==> src/rtl/freq_meter_eqp_pkg.sv <==
// Shared types and default constants for the equal-precision frequency meter.
package freq_meter_pkg;

    typedef enum logic [1:0] {
        IDLE  = 2'd0,
        ARM   = 2'd1,
        GATE  = 2'd2,
        CLOSE = 2'd3
    } state_t;

    localparam int DEF_REF_W          = 32;
    localparam int DEF_SIG_W          = 32;
    localparam int DEF_GATE_CYCLES    = 50_000_000;
    localparam int DEF_SYNC_STAGES    = 2;
    localparam int DEF_TIMEOUT_CYCLES = 100_000_000;

    typedef struct packed {
        logic ovf;
        logic no_sig;
    } status_t;

endpackage

==> src/rtl/freq_meter_eqp_if.sv <==
// Control/result bundle of the frequency meter; the meter takes the slave side.
interface freq_meter_if
    import freq_meter_pkg::*;
#(
    parameter int REF_W = DEF_REF_W,
    parameter int SIG_W = DEF_SIG_W
) ();

    // start is a level sampled only while idle (no ready); cont re-arms after
    // each result; result_valid is a one-cycle strobe with no back-pressure and
    // the result fields hold until the next strobe.
    logic             start;
    logic             cont;
    logic             busy;
    logic             gate_open;
    logic [SIG_W-1:0] sig_periods;
    logic [REF_W-1:0] ref_cycles;
    logic             result_valid;
    logic             ovf;
    logic             no_sig;
    state_t           state;

    modport master (
        output start, cont,
        input  busy, gate_open, sig_periods, ref_cycles, result_valid, ovf, no_sig, state
    );

    modport slave (
        input  start, cont,
        output busy, gate_open, sig_periods, ref_cycles, result_valid, ovf, no_sig, state
    );

endinterface

==> src/rtl/freq_meter_eqp_sig_sync_edge.sv <==
// Synchroniser for the asynchronous sig_in pin plus a registered rising-edge pulse.
module sig_sync_edge #(
    parameter int SYNC_STAGES = 2
) (
    input  logic clk,
    input  logic rst,
    input  logic sig_in,
    output logic edge_pulse
);

    logic [SYNC_STAGES-1:0] sync_q;
    logic                   prev_q;

    // Pin edge to pulse is SYNC_STAGES+1 cycles; the pulse itself is registered.
    always_ff @(posedge clk or negedge rst) begin
        if (!rst) begin
            sync_q     <= '0;
            prev_q     <= 1'b0;
            edge_pulse <= 1'b0;
        end else begin
            sync_q     <= {sync_q[SYNC_STAGES-2:0], sig_in};
            prev_q     <= sync_q[SYNC_STAGES-1];
            edge_pulse <= sync_q[SYNC_STAGES-1] & ~prev_q;
        end
    end

endmodule

==> src/rtl/freq_meter_eqp.sv <==
// Reciprocal frequency meter: FSM, period/reference/gate counters and result registers.
// Optional no-signal timeout in ARM/CLOSE is built when FREQ_METER_TIMEOUT_EN is defined.
module freq_meter_eqp
    import freq_meter_pkg::*;
#(
    parameter int REF_W          = DEF_REF_W,
    parameter int SIG_W          = DEF_SIG_W,
    parameter int GATE_CYCLES    = DEF_GATE_CYCLES,
    parameter int SYNC_STAGES    = DEF_SYNC_STAGES,
    parameter int TIMEOUT_CYCLES = DEF_TIMEOUT_CYCLES
) (
    input logic          clk,
    input logic          rst,
    input logic          sig_in,
    freq_meter_if.slave  bus
);

    localparam logic [REF_W-1:0] REF_MAX   = {REF_W{1'b1}};
    localparam logic [SIG_W-1:0] SIG_MAX   = {SIG_W{1'b1}};
    localparam logic [REF_W-1:0] GATE_LAST = REF_W'(GATE_CYCLES);

    state_t           state;
    logic             edge_pulse;
    logic [SIG_W-1:0] sig_cnt, sig_res, sig_inc;
    logic [REF_W-1:0] ref_cnt, ref_res, ref_inc;
    logic [REF_W-1:0] gate_cnt, gate_next;
    logic             sat_q, sat_now;
    logic             gate_q, valid_q;
    logic             gate_done, close_now, to_fire;
    status_t          status_q;

    sig_sync_edge #(
        .SYNC_STAGES(SYNC_STAGES)
    ) u_sync (
        .clk       (clk),
        .rst       (rst),
        .sig_in    (sig_in),
        .edge_pulse(edge_pulse)
    );

    // Both counters stick at all-ones; any attempt to step past it marks saturation.
    always_comb begin
        sig_inc = sig_cnt;
        if (edge_pulse && (sig_cnt != SIG_MAX)) begin
            sig_inc = sig_cnt + 1'b1;
        end
        ref_inc   = (ref_cnt == REF_MAX) ? ref_cnt : ref_cnt + 1'b1;
        gate_next = gate_cnt + 1'b1;
        gate_done = (gate_next == GATE_LAST);
        sat_now   = sat_q | (ref_cnt == REF_MAX) | (edge_pulse & (sig_cnt == SIG_MAX));
        close_now = edge_pulse && ((state == CLOSE) || ((state == GATE) && gate_done));
    end

`ifdef FREQ_METER_TIMEOUT_EN
    localparam int             TO_W    = $clog2(TIMEOUT_CYCLES + 1);
    localparam logic [TO_W-1:0] TO_LAST = TO_W'(TIMEOUT_CYCLES - 1);

    logic [TO_W-1:0] to_cnt;
    logic            waiting;

    assign waiting = (state == ARM) || (state == CLOSE);
    assign to_fire = waiting && !edge_pulse && (to_cnt == TO_LAST);

    always_ff @(posedge clk or negedge rst) begin
        if (!rst) begin
            to_cnt <= '0;
        end else if (!waiting || edge_pulse || to_fire) begin
            to_cnt <= '0;
        end else begin
            to_cnt <= to_cnt + 1'b1;
        end
    end
`else
    assign to_fire = 1'b0;
`endif

    always_ff @(posedge clk or negedge rst) begin
        if (!rst) begin
            state    <= IDLE;
            sig_cnt  <= '0;
            ref_cnt  <= '0;
            gate_cnt <= '0;
            sat_q    <= 1'b0;
            gate_q   <= 1'b0;
            valid_q  <= 1'b0;
            sig_res  <= '0;
            ref_res  <= '0;
            status_q <= '0;
        end else begin
            valid_q <= 1'b0;
            case (state)
                IDLE: begin
                    if (bus.start || bus.cont) state <= ARM;
                end
                ARM: begin
                    if (edge_pulse) begin
                        sig_cnt  <= '0;
                        ref_cnt  <= '0;
                        gate_cnt <= '0;
                        sat_q    <= 1'b0;
                        gate_q   <= 1'b1;
                        state    <= GATE;
                    end
                end
                GATE: begin
                    ref_cnt  <= ref_inc;
                    gate_cnt <= gate_next;
                    sig_cnt  <= sig_inc;
                    sat_q    <= sat_now;
                    if (gate_done) state <= CLOSE;
                end
                CLOSE: begin
                    ref_cnt <= ref_inc;
                    sig_cnt <= sig_inc;
                    sat_q   <= sat_now;
                end
                default: state <= IDLE;
            endcase

            // A closing edge on the last gate cycle overrides the move into CLOSE.
            if (close_now || to_fire) begin
                valid_q         <= 1'b1;
                gate_q          <= 1'b0;
                state           <= bus.cont ? ARM : IDLE;
                sig_res         <= close_now ? sig_inc : '0;
                ref_res         <= close_now ? ref_inc : '0;
                status_q.ovf    <= close_now & sat_now;
                status_q.no_sig <= !close_now;
            end
        end
    end

    assign bus.busy         = (state != IDLE);
    assign bus.gate_open    = gate_q;
    assign bus.sig_periods  = sig_res;
    assign bus.ref_cycles   = ref_res;
    assign bus.result_valid = valid_q;
    assign bus.ovf          = status_q.ovf;
    assign bus.no_sig       = status_q.no_sig;
    assign bus.state        = state;

endmodule

==> src/flat_wrapper.sv <==
// flat-port wrapper written by rule: the top's interface ports become plain ports
module freq_meter_eqp_flat import freq_meter_pkg::*;
#(
    parameter int REF_W          = DEF_REF_W,
    parameter int SIG_W          = DEF_SIG_W,
    parameter int GATE_CYCLES    = DEF_GATE_CYCLES,
    parameter int SYNC_STAGES    = DEF_SYNC_STAGES,
    parameter int TIMEOUT_CYCLES = DEF_TIMEOUT_CYCLES
)
  (clk, rst, sig_in, bus_start, bus_cont, bus_busy, bus_gate_open, bus_sig_periods, bus_ref_cycles, bus_result_valid, bus_ovf, bus_no_sig, bus_state);
  freq_meter_if #(.REF_W(REF_W), .SIG_W(SIG_W)) bus_i ();
  input logic clk;
  input logic rst;
  input logic sig_in;
  input wire logic [$bits(bus_i.start)-1:0] bus_start;
  input wire logic [$bits(bus_i.cont)-1:0] bus_cont;
  output wire logic [$bits(bus_i.busy)-1:0] bus_busy;
  output wire logic [$bits(bus_i.gate_open)-1:0] bus_gate_open;
  output wire logic [$bits(bus_i.sig_periods)-1:0] bus_sig_periods;
  output wire logic [$bits(bus_i.ref_cycles)-1:0] bus_ref_cycles;
  output wire logic [$bits(bus_i.result_valid)-1:0] bus_result_valid;
  output wire logic [$bits(bus_i.ovf)-1:0] bus_ovf;
  output wire logic [$bits(bus_i.no_sig)-1:0] bus_no_sig;
  output wire logic [$bits(bus_i.state)-1:0] bus_state;
  assign bus_i.start = bus_start;
  assign bus_i.cont = bus_cont;
  assign bus_busy = bus_i.busy;
  assign bus_gate_open = bus_i.gate_open;
  assign bus_sig_periods = bus_i.sig_periods;
  assign bus_ref_cycles = bus_i.ref_cycles;
  assign bus_result_valid = bus_i.result_valid;
  assign bus_ovf = bus_i.ovf;
  assign bus_no_sig = bus_i.no_sig;
  assign bus_state = bus_i.state;
  freq_meter_eqp #(.REF_W(REF_W), .SIG_W(SIG_W), .GATE_CYCLES(GATE_CYCLES), .SYNC_STAGES(SYNC_STAGES), .TIMEOUT_CYCLES(TIMEOUT_CYCLES)) u_core (.clk(clk), .rst(rst), .sig_in(sig_in), .bus(bus_i));
endmodule
==> config.mk <==
export PLATFORM = sky130hd
export DESIGN_NAME = freq_meter_eqp_flat
export DESIGN_NICKNAME = d
export VERILOG_FILES = /design/src/rtl/freq_meter_eqp_pkg.sv /design/src/rtl/freq_meter_eqp_if.sv /design/src/rtl/freq_meter_eqp_sig_sync_edge.sv /design/src/rtl/freq_meter_eqp.sv /design/src/flat_wrapper.sv
export SDC_FILE = /design/constraint.sdc
export NUM_CORES = 1
export LEC_CHECK = 0
export CORE_MARGIN = 3
export CORE_UTILIZATION = 53
export DETAILED_ROUTE_END_ITERATION = 8
export GPL_TIMING_DRIVEN = 0
export PLACE_DENSITY = 0.84
export SYNTH_ARGS = -nofsm -noshare
export SYNTH_HDL_FRONTEND = slang
export SYNTH_SLANG_ARGS = --single-unit
==> constraint.sdc <==
create_clock -name clk -period 3.3 [get_ports clk]
set_input_delay 0.66 -clock clk [delete_from_list [all_inputs] [get_ports clk]]
set_output_delay 0.66 -clock clk [all_outputs]
set_load 0.01 [all_outputs]
Word level (Yosys, flattened, before mapping)
Cells that the tools add are included.
{"block": "totals", "register_bits": 171, "inputBits": 5, "out_inout_bits": 71, "wordCells": 70}
{"block": "classes", "n_addsub": 3, "n_eq_ne": 11, "mux": 18, "n_bitwise": 6, "n_reduce_logical": 18}
{"op": "$pmux W32 S2", "count": 3}
{"op": "$add A32 B1 Y32 const B", "count": 3}
{"op": "$mux W32", "count": 3}
{"op": "$eq A32 B32 Y1 const B", "count": 2}
{"op": "$eq A32 B26 Y1 const B", "count": 1}
{"op": "$ne A32 B32 Y1 const B", "count": 1}
{"op": "$reduce_bool A2 Y1", "count": 5}
{"op": "$mux W2", "count": 4}
{"op": "$mux W1", "count": 6}
{"op": "$ne A3 B1 Y1 const B", "count": 2}
{"op": "$pmux W2 S3", "count": 1}
{"op": "$reduce_and A2 Y1", "count": 3}
{"op": "$eq A2 B2 Y1 const B", "count": 2}
{"op": "$reduce_and A4 Y1", "count": 1}
{"op": "$reduce_bool A4 Y1", "count": 1}
{"op": "$and A1 B1 Y1", "count": 3}
{"op": "$logic_and A1 B1 Y1", "count": 3}
{"op": "$ne A3 B2 Y1 const B", "count": 1}
{"op": "$eq A2 B1 Y1 const B", "count": 1}
{"op": "$logic_not A2 Y1", "count": 1}
{"op": "$logic_or A1 B1 Y1", "count": 2}
{"op": "$ne A2 B2 Y1 const B", "count": 1}
{"op": "$or A1 B1 Y1", "count": 2}
{"op": "$pmux W1 S2", "count": 1}
{"op": "other kinds (3)", "count": 3}

Logic depth before layout (Yosys ltp)
{"block": "depth", "ltp_word": 7, "mapped_depth": 13}

Hierarchy
A second synthesis with hierarchy kept.
{"block": "hier_totals", "cells_unflattened": 1046, "area_unflattened_um2": 9243.9}
{"mod": "freq_meter_eqp", "instances": 1, "cells_per_inst": 1041, "area_per_inst_um2": 9130.0}
{"mod": "sig_sync_edge", "instances": 1, "cells_per_inst": 5, "area_per_inst_um2": 113.9}

Worst setup path after synthesis
No wires, ideal clock.
{"block": "synth_timing", "kind": "flip-flop to flip-flop", "start": "register u_core.gate_cnt[0]", "end": "register u_core.ref_res[24] (netlist: u_core.bus.ref_cycles[24])", "arrival_time_ps": 3094, "required_ps": 3173, "setup_slack_ps": 78, "path_stages_with_launch": 14, "n_path_buf": 3, "period_less_slack_ps": 3222, "cell_sequence": "dfrtp_1 ha_1 and2_1 clkbuf_1 nand4_2 nor3_1 or3b_2 a2111o_1 o31ai_2 nand2_2 inv_2 buf_6 buf_8 mux2_1"}
{"block": "synth_via", "elab_chain_cells": 5}
{"item": "start, declared", "line": "freq_meter_eqp.sv:26", "text": "logic [REF_W-1:0] gate_cnt, gate_next;"}
{"item": "start signal, assigned", "line": "freq_meter_eqp.sv:107", "text": "gate_cnt <= gate_next;"}
{"item": "$add A32 B1 Y32", "line": "freq_meter_eqp.sv:48", "text": "gate_next = gate_cnt + 1'b1;"}
{"item": "$eq A32 B26 Y1", "line": "freq_meter_eqp.sv:49", "text": "gate_done = (gate_next == GATE_LAST);"}
{"item": "$logic_and A1 B1 Y1", "line": "freq_meter_eqp.sv:51", "text": "close_now = edge_pulse && ((state == CLOSE) || ((state == GATE) && gate_done));"}
{"item": "$logic_or A1 B1 Y1", "line": "freq_meter_eqp.sv:51"}
{"item": "$logic_and A1 B1 Y1", "line": "freq_meter_eqp.sv:51"}
{"item": "net u_core.close_now", "line": "freq_meter_eqp.sv:29", "text": "logic gate_done, close_now, to_fire;"}
{"item": "end signal, assigned", "line": "freq_meter_eqp.sv:126", "text": "ref_res <= close_now ? ref_inc : '0;"}
{"item": "end, declared", "line": "freq_meter_eqp.sv:25", "text": "logic [REF_W-1:0] ref_cnt, ref_res, ref_inc;"}
The timed path passes the listed nets, and every way through them passes these cells.
A chain may end at the register's enable or synchronous reset.

Final worst setup path
{"block": "layout_timing", "start": "register u_core.gate_cnt[11]", "end": "register u_core.ref_res[23] (netlist: u_core.bus.ref_cycles[23])"}
{"block": "layout_via", "elab_chain_cells": 5}
{"item": "$add A32 B1 Y32", "line": "freq_meter_eqp.sv:48"}
{"item": "$eq A32 B26 Y1", "line": "freq_meter_eqp.sv:49"}
{"item": "$logic_and A1 B1 Y1", "line": "freq_meter_eqp.sv:51"}
{"item": "$logic_or A1 B1 Y1", "line": "freq_meter_eqp.sv:51"}
{"item": "$logic_and A1 B1 Y1", "line": "freq_meter_eqp.sv:51"}
No other way between the ends.

==> impl_metrics.json <==
{
  "status": "finished clean",
  "r2r_slack_ps": 50,
  "synth_cell_types": 66,
  "synth_ff_type": "dfrtp_1",
  "rows": 47,
  "critPathKind": "reg2reg",
  "synth.avg_cell_area_um2": 9.58,
  "reg2reg_from": "u_core.gate_cnt[11]$_DFFE_PN0P_",
  "wirelength_um": 25100,
  "start_util_pct": 55.2,
  "vias": 8288,
  "routabilityCongestion": 0.884,
  "slowest_stage": "a2111o_1",
  "track_usage_pct": 25.9,
  "grtUsageMet3_pct": 4.72,
  "utilization_pct": 67.0,
  "syn_inst": 972,
  "slew_headroom_pct": 44.5,
  "placed_area_um2": 10400,
  "grt_max_degree": 104,
  "grt_pass1_wl_um": 40900,
  "synth_top_area_share_pct": 45.9,
  "clk_latency_ps": 440,
  "met1_usage_pct": 35.0,
  "crit_chain": "nand4_1 -> nor4_4 -> buf_4 -> xor2_1 -> o2111ai_1 -> a2111o_1 -> o31ai_4 -> nand2_2 -> inv_2 -> buf_12 -> buf_12 -> mux2_4",
  "start_kind": "flip-flop",
  "drive_gt1_share_pct": 13.6,
  "die_w_um": 139,
  "ys_seq_area_share_pct": 45.9,
  "clk_path_buf_depth": 2,
  "cts_tree": "built",
  "min_period_ps": 3250,
  "syn_to_final_growth_pct": 21.4,
  "path_clk_slew_ps": 60,
  "path_common_cell": "buf_12",
  "synth_warnings": 0,
  "grt_pass1_vias": 8066,
  "hold_viol": 0,
  "slowest_delay_ps": 500,
  "io_buffers": 75,
  "timing.rr.end": "u_core.bus.ref_cycles[23]$_DFFE_PN0P_",
  "crit_buf_inv": 4,
  "wl_per_cell_um": 19.0,
  "drv_cap": 0,
  "die-area_um2": 19200,
  "antenna_found_initial": 0,
  "critPathTopFamily": "compound AO/OA/AOI/OAI gates",
  "met2_usage_pct": 40.7,
  "overflow": 0,
  "hold_class": "in2async",
  "clockRootBuffer": "clkbuf_16",
  "crit_path_max_fanout": 10,
  "dieHeight_um": 139,
  "routed_via_density": 6.26,
  "synthesis.area_um2": 9310,
  "yosysTopAreaCell": "dfrtp_1",
  "finalPower_mw": 4.27,
  "hpwlAfterDp_um": 16200,
  "min_period_over_period_pct": 98.4,
  "leakage_nw": 4.73,
  "worstSetupEndpointType": "flip-flop",
  "first_pass_iters": 7,
  "cts_max_level": 4,
  "synth_edf_count": 0,
  "final_cell_area_um2": 11300,
  "io_pins": 76,
  "critPathRequiredTime_ps": 3620,
  "r2r_cells": 12,
  "ys_ff_latch": 171,
  "ys_async_sr_fraction_pct": 100,
  "worst_pin_slew_ps": 825,
  "holdWs_ps": 159,
  "drt_iter0_drc": 711,
  "ir_worst_vdd_mv": 0.346,
  "synth_area_leaders": "dfrtp_1 (46%), o21ai_0 (6.9%), xnor2_1 (5.2%), nand2_1 (5.0%), o31ai_1 (4.4%)",
  "antenna_cells": 0,
  "finalNetCount": 1103,
  "clock_sinks": 171,
  "critPathArrivalTime_ps": 3560,
  "slew_viol_final": 0,
  "grt-busiest-layer": "met2",
  "grt_setup_unrepaired": "true",
  "drc": 0,
  "skew_ps": 10.8,
  "holdBufCountCts": 0,
  "fp.coreArea_um2": 16900,
  "power_density_nw_per_um2": 378,
  "postSynthNetCount": 985,
  "setup_viol": 0,
  "fmax_ghz": 0.308,
  "ant_nets": 0,
  "cts_buffers": 17
}
## sequential cells by signal (all words and copies together), names as in the netlist
| name | cells |
|---|---|
| u_core.sat_q | 1 |
| u_core.gate_cnt | 32 |
| u_core.ref_cnt | 32 |
| u_core.bus.ovf | 1 |
| u_core.u_sync.prev_q | 1 |
| u_core.bus.gate_open | 1 |
| u_core.bus.state | 2 |
| u_core.sig_cnt | 32 |
| u_core.bus.result_valid | 1 |
| u_core.bus.no_sig | 1 |
| u_core.u_sync.sync_q | 2 |
| u_core.u_sync.edge_pulse | 1 |
| u_core.bus.ref_cycles | 32 |
| u_core.bus.sig_periods | 32 |
## timing repair
item | 4_1_cts | 5_1_grt
buffers inserted | 7 | 20
setup endpoints to repair | 67 | 87
pin swaps | 4 | 7
resized for setup | 13 | 39
## metrics by stage
step                      setup slack, ps  instances  setup TNS, ps
final                                54.0       1323              0
after global placement              -5490       1267        -954580
after detailed placement             -465       1268         -21010
after CTS                            6.66       1305              0
after floorplan                      78.4        972              0
after global routing                -59.8       1323          -1580
## layout make-up
| type | count | area, µm² |
|---|---|---|
| plain buffers | 62 | 334 |
| clock buffers | 20 | 457 |
| clock inverters | 12 | 115 |
| fillers | 1269 | 5570 |
| inverters | 11 | 41.3 |
| multi-input cells | 724 | 4800 |
| flip-flops and latches | 171 | 4290 |
| well taps | 220 | 275 |
| repair buffers | 103 | 990 |
## Yosys cell counts, drive strengths merged, types with 25 or more instances
| master | number |
|---|---|
| dfrtp | 171 |
| o21ai | 129 |
| nand2 | 125 |
| clkbuf | 56 |
| o31ai | 56 |
| xnor2 | 55 |
| nand3 | 48 |
| mux2 | 43 |
| nor2 | 30 |
| a21o | 28 |
| nand4 | 28 |
| and3 | 25 |
## report_power, final
part	switching [mW]	internal (mW)
registers	0.0342	2.12
clock network	0.880	1.09
logic	0.0999	0.0470
total	1.01	3.26
## routing by layer
metal	part of all wire, %	vias up
li1	-	3769
met1	43	4054
met2	47	380
met3	6.4	85
met4	3.7	0
met5	0	-
## worst max path at each step
stage / cells past startpoint / start / endpoint / slack, ps
floorplan: 13 / u_core.gate_cnt[0]$_DFFE_PN0P_ / u_core.bus.ref_cycles[24]$_DFFE_PN0P_ / 80
global placement: 1 / rst / u_core.bus.ref_cycles[13]$_DFFE_PN0P_ / -5490
detailed placement: 12 / u_core.gate_cnt[0]$_DFFE_PN0P_ / u_core.bus.ref_cycles[25]$_DFFE_PN0P_ / -470
CTS: 9 / u_core.sig_cnt[3]$_DFFE_PN0P_ / u_core.bus.sig_periods[22]$_DFFE_PN0P_ / 7
global route: 12 / u_core.gate_cnt[11]$_DFFE_PN0P_ / u_core.bus.ref_cycles[28]$_DFFE_PN0P_ / -60
finish: 12 / u_core.gate_cnt[11]$_DFFE_PN0P_ / u_core.bus.ref_cycles[23]$_DFFE_PN0P_ / 50
## placed cells by master, fill, tap and decap left out, types with 24 or more instances in the layout
cell type and instances:
nor2_1 30, o21ai_0 129, nand3_1 46, xnor2_1 55, nand2_1 124, clkdlybuf4s50_1 74, a21o_1 28, and3_1 25
dfrtp_1 162, o31ai_1 55, a21oi_1 24, nand4_1 26, clkbuf_1 48, buf_4 27
## cells by family (layout without fill, tap and decap cells)
group	count (synthesis)	count (layout)	synth area share (%)
adder cells (fa/ha/maj)	8	8	1.07
XOR/XNOR	71	71	6.68
multiplexers	49	49	6.65
flip-flops	171	171	45.9
AO/OA/AOI/OAI	276	276	18.4
AND/OR/NAND/NOR	320	320	17.5
buffers and inverters	77	208	3.76
(Power assumes the default switching activity.)
